### config.mk
export PLATFORM = sky130hd
export DESIGN_NAME = vga_fb_wr_sched_flat
export DESIGN_NICKNAME = d
export VERILOG_FILES = /design/src/rtl/vga_fb_wr_sched_if.sv /design/src/rtl/vga_fb_wr_sched.sv /design/src/flat_wrapper.sv
export SDC_FILE = /design/constraint.sdc
export NUM_CORES = 1
export LEC_CHECK = 0
export BUFFER_PORTS_ARGS = -buffer_cell sky130_fd_sc_hd__buf_2
export CAP_MARGIN = 20
export CORE_ASPECT_RATIO = 0.75
export CORE_UTILIZATION = 44
export CTS_CLUSTER_SIZE = 8
export DETAILED_ROUTE_END_ITERATION = 8
export PLACE_DENSITY_LB_ADDON = 0.3
export SETUP_SLACK_MARGIN = 0.4
export SLEW_MARGIN = 20
export SYNTH_ARGS = -nofsm -noshare
export SYNTH_HDL_FRONTEND = slang
export SYNTH_SLANG_ARGS = --single-unit
### constraint.sdc
create_clock -name clk_i -period 8.4 [get_ports clk_i]
set_clock_uncertainty 0.15 [all_clocks]
set_input_delay 0.42 -clock clk_i [delete_from_list [all_inputs] [get_ports clk_i]]
set_output_delay 0.42 -clock clk_i [all_outputs]
set_load 0.005 [all_outputs]
### src/rtl/vga_fb_wr_sched_if.sv
// Bundle of the frame-buffer write scheduler signals: timing/config inputs,
// two pixel-write requesters and the single buffer write port.
interface vga_fb_wr_sched_if #(
    parameter int X_W     = 11,
    parameter int Y_W     = 11,
    parameter int COLOR_W = 2
);
    logic [X_W-1:0]     h_active;
    logic [Y_W-1:0]     v_active;
    logic               pixel_enable;
    logic               blank_only;
    logic               clear_req;
    logic [COLOR_W-1:0] clear_color;

    logic               req0_valid;
    logic               req0_ready;
    logic [X_W-1:0]     req0_x;
    logic [Y_W-1:0]     req0_y;
    logic [COLOR_W-1:0] req0_color;

    logic               req1_valid;
    logic               req1_ready;
    logic [X_W-1:0]     req1_x;
    logic [Y_W-1:0]     req1_y;
    logic [COLOR_W-1:0] req1_color;

    logic               we;
    logic [X_W-1:0]     addr_x;
    logic [Y_W-1:0]     addr_y;
    logic [COLOR_W-1:0] color;
    logic               busy;
    logic               clear_done;
    logic               drop;

    modport master (
        output h_active, v_active, pixel_enable, blank_only, clear_req, clear_color,
        output req0_valid, req0_x, req0_y, req0_color,
        output req1_valid, req1_x, req1_y, req1_color,
        input  req0_ready, req1_ready,
        input  we, addr_x, addr_y, color, busy, clear_done, drop
    );

    modport slave (
        input  h_active, v_active, pixel_enable, blank_only, clear_req, clear_color,
        input  req0_valid, req0_x, req0_y, req0_color,
        input  req1_valid, req1_x, req1_y, req1_color,
        output req0_ready, req1_ready,
        output we, addr_x, addr_y, color, busy, clear_done, drop
    );
endinterface

### src/rtl/vga_fb_wr_sched.sv
// Frame-buffer write-port scheduler: round-robin arbitration of two pixel
// requesters with optional blanking-only gating, plus a clear-screen sweep.
module vga_fb_wr_sched #(
    parameter int X_W     = 11,
    parameter int Y_W     = 11,
    parameter int COLOR_W = 2
) (
    input  logic             clk_i,
    input  logic             arstn_i,
    vga_fb_wr_sched_if.slave bus
);
    // state | meaning
    // IDLE  | arbitrate requesters, accept clear request
    // CLEAR | one fill write per cycle over the latched active area
    // DONE  | final fill write visible, clear_done pulse, back to IDLE
    typedef enum logic [1:0] {IDLE, CLEAR, DONE} state_t;

    state_t             state;
    logic [X_W-1:0]     clr_w, cnt_x, addr_x;
    logic [Y_W-1:0]     clr_h, cnt_y, addr_y;
    logic [COLOR_W-1:0] clr_color, color;
    logic               prefer1, we, busy, clear_done, drop;

    logic               gate_open, elig0, elig1, rdy0, rdy1, take, in_bounds;
    logic [X_W-1:0]     sel_x;
    logic [Y_W-1:0]     sel_y;
    logic [COLOR_W-1:0] sel_color;

    always_comb begin
        gate_open = !bus.blank_only || !bus.pixel_enable;
        elig0     = (state == IDLE) && !bus.clear_req && bus.req0_valid && gate_open;
        elig1     = (state == IDLE) && !bus.clear_req && bus.req1_valid && gate_open;
        // On contention the port not served last wins.
        rdy0      = elig0 && (!elig1 || !prefer1);
        rdy1      = elig1 && (!elig0 || prefer1);
        take      = rdy0 || rdy1;
        sel_x     = rdy1 ? bus.req1_x : bus.req0_x;
        sel_y     = rdy1 ? bus.req1_y : bus.req0_y;
        sel_color = rdy1 ? bus.req1_color : bus.req0_color;
        in_bounds = (sel_x < bus.h_active) && (sel_y < bus.v_active);
    end

    assign bus.req0_ready = rdy0;
    assign bus.req1_ready = rdy1;
    assign bus.we         = we;
    assign bus.addr_x     = addr_x;
    assign bus.addr_y     = addr_y;
    assign bus.color      = color;
    assign bus.busy       = busy;
    assign bus.clear_done = clear_done;
    assign bus.drop       = drop;

    always_ff @(posedge clk_i or negedge arstn_i) begin
        if (!arstn_i) begin
            state      <= IDLE;
            clr_w      <= '0;
            clr_h      <= '0;
            clr_color  <= '0;
            cnt_x      <= '0;
            cnt_y      <= '0;
            prefer1    <= 1'b0;
            we         <= 1'b0;
            addr_x     <= '0;
            addr_y     <= '0;
            color      <= '0;
            busy       <= 1'b0;
            clear_done <= 1'b0;
            drop       <= 1'b0;
        end else begin
            we         <= 1'b0;
            drop       <= 1'b0;
            clear_done <= 1'b0;
            case (state)
                IDLE: begin
                    if (bus.clear_req) begin
                        clr_w     <= bus.h_active;
                        clr_h     <= bus.v_active;
                        clr_color <= bus.clear_color;
                        cnt_x     <= '0;
                        cnt_y     <= '0;
                        busy      <= 1'b1;
                        if ((bus.h_active == '0) || (bus.v_active == '0)) begin
                            state      <= DONE;
                            clear_done <= 1'b1;
                        end else begin
                            state <= CLEAR;
                        end
                    end else if (take) begin
                        prefer1 <= rdy0;
                        if (in_bounds) begin
                            we     <= 1'b1;
                            addr_x <= sel_x;
                            addr_y <= sel_y;
                            color  <= sel_color;
                        end else begin
                            drop <= 1'b1;
                        end
                    end
                end
                CLEAR: begin
                    we     <= 1'b1;
                    addr_x <= cnt_x;
                    addr_y <= cnt_y;
                    color  <= clr_color;
                    if (cnt_x == clr_w - 1'b1) begin
                        cnt_x <= '0;
                        if (cnt_y == clr_h - 1'b1) begin
                            state      <= DONE;
                            clear_done <= 1'b1;
                        end else begin
                            cnt_y <= cnt_y + 1'b1;
                        end
                    end else begin
                        cnt_x <= cnt_x + 1'b1;
                    end
                end
                DONE: begin
                    state <= IDLE;
                    busy  <= 1'b0;
                end
                default: state <= IDLE;
            endcase
        end
    end
endmodule

### src/flat_wrapper.sv
// flat-port wrapper written by rule: the top's interface ports become plain ports
module vga_fb_wr_sched_flat 
#(
    parameter int X_W     = 11,
    parameter int Y_W     = 11,
    parameter int COLOR_W = 2
)
  (clk_i, arstn_i, bus_h_active, bus_v_active, bus_pixel_enable, bus_blank_only, bus_clear_req, bus_clear_color, bus_req0_valid, bus_req0_x, bus_req0_y, bus_req0_color, bus_req1_valid, bus_req1_x, bus_req1_y, bus_req1_color, bus_req0_ready, bus_req1_ready, bus_we, bus_addr_x, bus_addr_y, bus_color, bus_busy, bus_clear_done, bus_drop);
  vga_fb_wr_sched_if #(.X_W(X_W), .Y_W(Y_W), .COLOR_W(COLOR_W)) bus_i ();
  input  logic clk_i;
  input  logic arstn_i;
  input wire logic [$bits(bus_i.h_active)-1:0] bus_h_active;
  input wire logic [$bits(bus_i.v_active)-1:0] bus_v_active;
  input wire logic [$bits(bus_i.pixel_enable)-1:0] bus_pixel_enable;
  input wire logic [$bits(bus_i.blank_only)-1:0] bus_blank_only;
  input wire logic [$bits(bus_i.clear_req)-1:0] bus_clear_req;
  input wire logic [$bits(bus_i.clear_color)-1:0] bus_clear_color;
  input wire logic [$bits(bus_i.req0_valid)-1:0] bus_req0_valid;
  input wire logic [$bits(bus_i.req0_x)-1:0] bus_req0_x;
  input wire logic [$bits(bus_i.req0_y)-1:0] bus_req0_y;
  input wire logic [$bits(bus_i.req0_color)-1:0] bus_req0_color;
  input wire logic [$bits(bus_i.req1_valid)-1:0] bus_req1_valid;
  input wire logic [$bits(bus_i.req1_x)-1:0] bus_req1_x;
  input wire logic [$bits(bus_i.req1_y)-1:0] bus_req1_y;
  input wire logic [$bits(bus_i.req1_color)-1:0] bus_req1_color;
  output wire logic [$bits(bus_i.req0_ready)-1:0] bus_req0_ready;
  output wire logic [$bits(bus_i.req1_ready)-1:0] bus_req1_ready;
  output wire logic [$bits(bus_i.we)-1:0] bus_we;
  output wire logic [$bits(bus_i.addr_x)-1:0] bus_addr_x;
  output wire logic [$bits(bus_i.addr_y)-1:0] bus_addr_y;
  output wire logic [$bits(bus_i.color)-1:0] bus_color;
  output wire logic [$bits(bus_i.busy)-1:0] bus_busy;
  output wire logic [$bits(bus_i.clear_done)-1:0] bus_clear_done;
  output wire logic [$bits(bus_i.drop)-1:0] bus_drop;
  assign bus_i.h_active = bus_h_active;
  assign bus_i.v_active = bus_v_active;
  assign bus_i.pixel_enable = bus_pixel_enable;
  assign bus_i.blank_only = bus_blank_only;
  assign bus_i.clear_req = bus_clear_req;
  assign bus_i.clear_color = bus_clear_color;
  assign bus_i.req0_valid = bus_req0_valid;
  assign bus_i.req0_x = bus_req0_x;
  assign bus_i.req0_y = bus_req0_y;
  assign bus_i.req0_color = bus_req0_color;
  assign bus_i.req1_valid = bus_req1_valid;
  assign bus_i.req1_x = bus_req1_x;
  assign bus_i.req1_y = bus_req1_y;
  assign bus_i.req1_color = bus_req1_color;
  assign bus_req0_ready = bus_i.req0_ready;
  assign bus_req1_ready = bus_i.req1_ready;
  assign bus_we = bus_i.we;
  assign bus_addr_x = bus_i.addr_x;
  assign bus_addr_y = bus_i.addr_y;
  assign bus_color = bus_i.color;
  assign bus_busy = bus_i.busy;
  assign bus_clear_done = bus_i.clear_done;
  assign bus_drop = bus_i.drop;
  vga_fb_wr_sched #(.X_W(X_W), .Y_W(Y_W), .COLOR_W(COLOR_W)) u_core (.clk_i(clk_i), .arstn_i(arstn_i), .bus(bus_i));
endmodule
==> out/summary.txt, run 1 <==
Final worst setup slack: 3.66 ns
Router iterations before antenna repair: 5
Pwr Total: 0.828 mW
Rows: 33
Nets: 813
Boundary Pins: 109
CP Max Fanout: 37
Die X: 126 um
Routed WL: 16.0 mm
Antenna viol nets, final: 0
Post-synth ARST share: 100%
Share of cells above drive strength 1: 19.2%
DP HPWL: 12.0 mm
Critical Path RT: 8.47 ns
Unique masters post-synth: 63
Die ar.: 12,000 sq um
Root buffer cell: clkbuf_16
Maximum number of pins on one net before global-route repair: 78
Period utilization: 56.5%
Final setup viols: 0
Via/cell ratio: 5.81
Initial Utilization: 45.8%
YS warnings: 0
DR iter-0 viols: 356
Mapped Cells: 616
Clk pin slew, worst setup/hold paths: 0.06 ns
Post-Syn Nets: 719
Hold Slack: 0.134 ns
Grt met2 use: 39.7%
Post-layout minimum cycle time: 4.74 ns
RePlAce Congestion: 0.882
Diode count: 0
Drc violations: 0
Postcts setup bufs: 0
Slew @ Worst Pin: 0.774 ns
Largest cells by area after synthesis: dfrtp_1, nand2_1, ha_1
TritonCTS clock tree: built
Post-Place Setup Slack: 3.66 ns
Status: finished clean
Worst Hold Class: in2reg
Post-synth EDFFs: 0
Area grow syn2layout: 17.9%
VDD IR-drop max: 0.0962 mV
Initial antenna violation count: 0
WL per Instance: 18.7 um
WS Path Type: reg2reg
Avg Inst Size Synth: 8.27 sq um
Top FF cell, synth: dfrtp_1
Met3 usage: 5.95%
Clock Latency Late Sink: 0.34 ns
CTS buffer count: 9
Setup crit end kind: flip-flop
Top cell type's share of synthesized area: 37.8%
H-tree Lvls: 3
Static Leak: 2.93 nW
Cell area power density: 138 nW/um^2
GRT busiest layer: met1
Die height: 95.2 um
Vias: 4,965
Final max-slew violation count: 0
First-pass GRT wire length: 25.2 mm
Max-Slew Margin vs Limit: 48.2%
Gr usage total: 27.5%
Setup TNS: 0 ns
Data arrival time of the worst path: 4.81 ns
Core ar.: 11,100 sq um
CTS max path bufs: 2
Port bufs: 108
Synth area leader: dfrtp_1
Sequential share of the synthesized area: 37.8%
Global Route met1 Usage: 40.9%
Startpoint Class: flip-flop
Flops & latches, synth: 77
CTS Sinks: 77
Cell Area, Synth: 5090 sq um
Global route overflow: 0
Unrepaired setup endpoints after global routing: no
Peak Freq: 211 MHz
Vias in the first global route: 4,689
Max-cap violation count: 0
Final number of hold-violating endpoints: 0
[Yosys cell counts, types with 5 or more instances]
| cell type | instances |
|---|---|
| inv_1 | 36 |
| nand4_1 | 10 |
| a31oi_1 | 8 |
| nand3_1 | 16 |
| nor2_1 | 32 |
| a21oi_1 | 17 |
| nor3_1 | 12 |
| a221o_1 | 10 |
| and3_1 | 7 |
| dfrtp_1 | 77 |
| o21ai_1 | 17 |
| xnor2_1 | 14 |
| nor4_1 | 7 |
| o211ai_1 | 6 |
| and2_1 | 5 |
| xor2_1 | 11 |
| nand2_1 | 138 |
| nand2b_1 | 7 |
| ha_1 | 24 |
| a21o_1 | 8 |
| clkbuf_1 | 24 |
| o21ai_0 | 45 |
| or3_1 | 7 |
| nor2b_1 | 8 |
| mux2i_1 | 13 |
[worst max-delay path, stage by stage, from the launching register on]
cell and delay [ns]:
dfrtp_1 0.49, a2111oi_4 0.55, nand3_4 0.35, inv_1 0.66
nand2_1 0.12, nand2_1 0.11, ha_1 0.24, a21o_1 0.19
a21o_1 0.17, a21oi_1 0.17, o2111ai_1 0.17, nor4_4 0.33
and2_4 0.50, nor2_1 0.11, a221o_1 0.28
[metal layers]
layer | up-vias | part of all wire [%]
met2 | 240 | 41
met3 | 19 | 7.9
met1 | 2354 | 49
met4 | 0 | 1.5
met5 | - | 0
li1 | 2352 | -
[layout by cell type (no fill, tap or decap), types with 6 or more instances in the layout]
master     synthesis  final
nand2b_1           7      7
inv_1             36     36
xor2_1            11     11
a221o_1           10     10
dfrtp_1           77     77
mux2i_1           13     13
or3_1              7      7
a31oi_1            8      8
o21ai_0           45     45
nor4_1             7      7
xnor2_1           14     14
nor3_1            12     12
nor2_1            32     30
a21o_1             8      8
nor2b_1            8      8
nand2_1          138    138
buf_2              2    107
and3_1             7      7
ha_1              24     24
o21ai_1           17     17
a21oi_1           17     17
clkbuf_16          0      9
nand4_1           10     10
nand3_1           16     16
o211ai_1           6      6
[final timing paths]
check / cells after the start / slack (ns) / from / end
worst min-delay path: 3 / 0.13 / bus_clear_color[0] / u_core.clr_color[0]
worst max register to register: 14 / 3.66 / u_core.state[1] / u_core.bus.addr_x[10]
min in group asynchronous: 2 / 0.42 / arstn_i / u_core.clr_w[4]
max in group asynchronous: 3 / 7.10 / arstn_i / u_core.clr_h[3]
worst min register to register: 2 / 0.38 / u_core.clr_w[10] / u_core.clr_w[10]
worst max-delay path: 14 / 3.66 / u_core.state[1] / u_core.bus.addr_x[10]
[final cells by class]
type                       count  area (sq um)
sequential                    77          1930
timing repair buffer         113           603
clock inverter                 3          46.3
tap                          140           175
fill                        1038          5100
clock buffer                  13           240
inverter                      36           135
multi-input combinational    473          2880
[sequential cells by signal (all words and copies together), names as in the netlist]
signal	flops
u_core.bus.addr_x	11
u_core.bus.addr_y	11
u_core.bus.busy	1
u_core.bus.clear_done	1
u_core.bus.color	2
u_core.bus.drop	1
u_core.bus.we	1
u_core.clr_color	2
u_core.clr_h	11
u_core.clr_w	11
u_core.cnt_x	11
u_core.cnt_y	11
u_core.prefer1	1
u_core.state	2
[report_power, final]
part	total [mW]	leakage, nW	switching (mW)	internal [mW]
clock network	0.390	0.134	0.159	0.231
logic	0.0667	1.82	0.0386	0.0282
registers	0.371	0.978	0.000265	0.371
[kinds of logic after synthesis]
kind of cell	count (synthesis)	synth area share, %
fa+ha+maj	24	5.90
flops	77	37.8
simple gates	268	25.1
xor+xnor	25	4.30
buf+inv	66	5.75
compound gates	143	18.5
mux	13	2.56
[through the flow]
stage          instance area, sq um  cells  util (%)
2_1_floorplan                  5090    616         -
4_1_cts                        5970    853      53.7
6_report                       6000    855      54.1
3_5_place_dp                   5680    837      51.1
3_3_place_gp                   5680    837      51.1
5_1_grt                        6000    855      54.1
[repair_timing]
| action | 4_1_cts | 5_1_grt |
|---|---|---|
| hold endpoints to repair | 0 | 30 |
| hold buffers | 0 | 1 |
| gates resized for setup | 0 | 0 |
(Power assumes the default switching activity.)
==> run 2: changes to the inputs <==
--- a/config.mk
+++ b/config.mk
@@ -5,6 +5,7 @@
 export SDC_FILE = /design/constraint.sdc
 export NUM_CORES = 1
 export LEC_CHECK = 0
+export ABC_AREA = 1
 export BUFFER_PORTS_ARGS = -buffer_cell sky130_fd_sc_hd__buf_2
 export CAP_MARGIN = 20
 export CORE_ASPECT_RATIO = 0.75
==> constraint.sdc (replaced) <==
create_clock -name clk_i -period 4.9 [get_ports clk_i]
set_clock_uncertainty 0.15 [all_clocks]
set_input_delay 0.245 -clock clk_i [delete_from_list [all_inputs] [get_ports clk_i]]
set_output_delay 0.245 -clock clk_i [all_outputs]
set_load 0.005 [all_outputs]
==> out/summary.txt, run 2 <==
CTS buffer count: 9 (unchanged)
Top cell type's share of synthesized area: 34.9% (-3.0 points)
Port bufs: 108 (unchanged)
Die height: 99.1 um (+4.1%)
Top FF cell, synth: dfrtp_1
Synth area leader: dfrtp_1
Share of cells above drive strength 1: 15.7% (-3.4 points)
FILL cells: 1,227 (+18%)
Antenna viol nets, final: 0 (unchanged)
Status: finished clean
Clk pin slew, worst setup/hold paths: 0.06 ns (about the same)
Clk network pwr share: 37.1% (-10 points)
Router iterations before antenna repair: 5 (unchanged)
Slew @ Worst Pin: 0.960 ns (+0.186 ns)
TritonCTS clock tree: built
Unique masters post-synth: 36 (-43%)
Flops & latches, synth: 77 (unchanged)
Final max-slew violation count: 0 (unchanged)
Maximum number of pins on one net before global-route repair: 84 (+7.7%)
CTS Sinks: 77 (unchanged)
Cell Area, Synth: 5530 sq um (+8.6%)
Final number of hold-violating endpoints: 0 (unchanged)
Drc violations: 0 (unchanged)
Unrepaired setup endpoints after global routing: no
Sequential share of the synthesized area: 34.9% (-3.0 points)
Hold path cells: 3 (unchanged)
Data arrival time of the worst path: 4.03 ns (-0.78 ns)
Setup TNS: 0 ns (unchanged)
Hold path endpoint: u_core.clr_w[3]
Critical Path RT: 5.04 ns (-3.43 ns)
RR Startpoint: u_core.state[0]
WL per Instance: 15.3 um (-18%)
Die ar.: 13,000 sq um (+8.4%)
Largest cells by area after synthesis: dfrtp_1, nand2_1, nand3_1
Min-delay src: bus_h_active[3]
Setup crit end kind: flip-flop
Nets: 1,033 (+27%)
Gr usage total: 26.6% (-0.90 points)
Seq pwr share: 41.2% (-3.6 points)
Postcts setup bufs: 0 (unchanged)
VDD IR-drop max: 0.165 mV (+72%)
First-pass GRT wire length: 26.6 mm (+5.8%)
H-tree Lvls: 3 (unchanged)
Initial antenna violation count: 0 (unchanged)
Post-synth top cells: nand2_1, inv_1, nand3_1
Commonest non-fill, non-tap cell in the layout: nand2_1
Max-Slew Margin vs Limit: 35.4% (-13 points)
Sw Share: 31.9% (+8.1 points)
DP HPWL: 12.7 mm (+6.1%)
CP Max Fanout: 26 (-30%)
Vias: 5,765 (+16%)
Hold bufs inserted after CTS: 8 (+8)
CTS max path bufs: 2 (unchanged)
Vias in the first global route: 5,016 (+7.0%)
Crit Reg-Reg Endpoint: u_core.bus.addr_x[1]
Max-cap violation count: 0 (unchanged)
Core ar.: 12,300 sq um (+10%)
P_sw: 0.595 mW (+200%)
Comb pwr share: 21.7% (+14 points)
Mapped Cells: 828 (+34%)
Post-synth EDFFs: 0 (unchanged)
Area grow syn2layout: 18.6%
Worst Hold Class: in2reg
Final setup viols: 0 (unchanged)
DR iter-0 viols: 506 (+42%)
Initial Utilization: 45.1% (-0.77 points)
Startpoint Class: flip-flop
Root buffer cell: clkbuf_16
Boundary Pins: 109 (unchanged)
Die X: 131 um (+4.1%)
Post-layout minimum cycle time: 3.89 ns (-0.849 ns)
Post-Syn Nets: 931 (+29%)
Clock Latency Late Sink: 0.35 ns (about the same)
YS warnings: 0 (unchanged)
Rows: 35 (+6.1%)
Via/cell ratio: 5.24 (-9.8%)
P_int: 1.27 mW (+100%)
Avg Inst Size Synth: 6.68 sq um (-19%)
Diode count: 0 (unchanged)
Post-synth ARST share: 100% (unchanged)
Most frequent cells in the layout: nand2_1, buf_2, inv_1
Static Leak: 3.46 nW (+18%)
WS Path Type: reg2reg
Cell area power density: 284 nW/um^2 (+110%)
Peak Freq: 257 MHz (+22%)
Period utilization: 79.4% (+23 points)
R2R Setup Slk: 1.01 ns (-2.65 ns)
Cts repair resizes: 0 (unchanged)
Global route overflow: 0 (unchanged)
R2R depth: 18 (+4)
Routed WL: 16.8 mm (+5.2%)
RePlAce Congestion: 0.916 (+3.8%)
Most frequent cell after synthesis: nand2_1
Hold Slack: 0.0177 ns (-0.116 ns)
-- run 2: changes by cell type in the layout (fill, tap and decap cells not counted), sizes merged, moves of 8 or more --
cell	change
nand2	+175
nand3	+68
inv	+50
nor2	+35
o21ai	-14
mux2i	-13
a221o	-10
a21o	-8
nor2b	-8
o22ai	+8
xor2	+8
-- run 2: worst max-delay path by stage --
stage	slack, ns	to	cells after the start	startpoint
finish	1.01	u_core.bus.addr_x[1]	18	u_core.state[0]
detailed placement	1.04	u_core.bus.addr_x[1]	18	u_core.state[0]
global placement	1.23	u_core.bus.addr_y[6]	18	u_core.state[0]
floorplan	2.19	u_core.bus.addr_x[10]	18	u_core.state[0]
global route	0.62	u_core.bus.addr_y[4]	18	u_core.state[0]
CTS	1.03	u_core.bus.addr_x[1]	18	u_core.state[0]
-- run 2: power by group through the flow --
stage,Combinational [mW],Sequential (mW),Clock [mW]
4_1_cts,0.399,0.765,0.698
5_1_grt,0.457,0.776,0.727
3_5_place_dp,0.392,0.775,0
3_3_place_gp,0.386,0.778,0
2_1_floorplan,0.241,0.763,0
6_report,0.405,0.767,0.692
-- run 2: area by class of cell --
class	instances	area, sq um	share of cell area [%]
Multi-Input combinational cell	637	3150	48.0
Clock inverter	6	62.6	0.954
Sequential cell	77	1930	29.4
Clock buffer	10	239	3.65
Inverter	86	323	4.92
Tap cell	166	208	3.17
Timing Repair Buffer	119	649	9.91
-- run 2: metrics by stage --
step,power [mW],util (%),setup slack [ns],cells,cell area (sq um)
3_5_place_dp,1.17,50.3,1.04,1077,6170
5_1_grt,1.96,53.5,0.618,1101,6560
4_1_cts,1.86,53.4,1.03,1101,6550
6_report,1.86,53.5,1.01,1101,6560
2_1_floorplan,1.00,-,2.19,828,5530
3_3_place_gp,1.16,50.3,1.23,1077,6170
-- run 2: critical path, stage by stage (launching register included) --
cell and delay [ns]:
dfrtp_1 0.41, inv_2 0.07, nand2_1 0.10, nor2_2 0.14, nand3_2 0.08, buf_4 0.23, inv_1 0.59, nand2_1 0.14
nand2_1 0.13, ha_1 0.26, a21oi_1 0.15, nand2_1 0.07, nand2_1 0.06, nand3_1 0.07, nor2_1 0.22, nand4_4 0.38
nand2_4 0.38, nand2_1 0.11, nand2_1 0.07
-- run 2: layer usage --
layer	vias up	track usage (%)	routed length, um
met4	0	6.08	139
met3	14	7.15	1900
met1	2614	42.6	8530
li1	2864	-	-
met5	-	0	0
met2	273	34.1	6270
-- run 2: kinds of logic after synthesis --
| kind of cell | count (synthesis) | share of synthesized area [%] |
|---|---|---|
| DFF | 77 | 34.9 |
| AOI/OAI and AO/OA | 83 | 8.06 |
| buffers and inverters | 114 | 8.26 |
| adders and majority gates | 24 | 5.43 |
| xor gates and xnor gates | 29 | 4.73 |
| and+or+nand+nor | 501 | 38.7 |
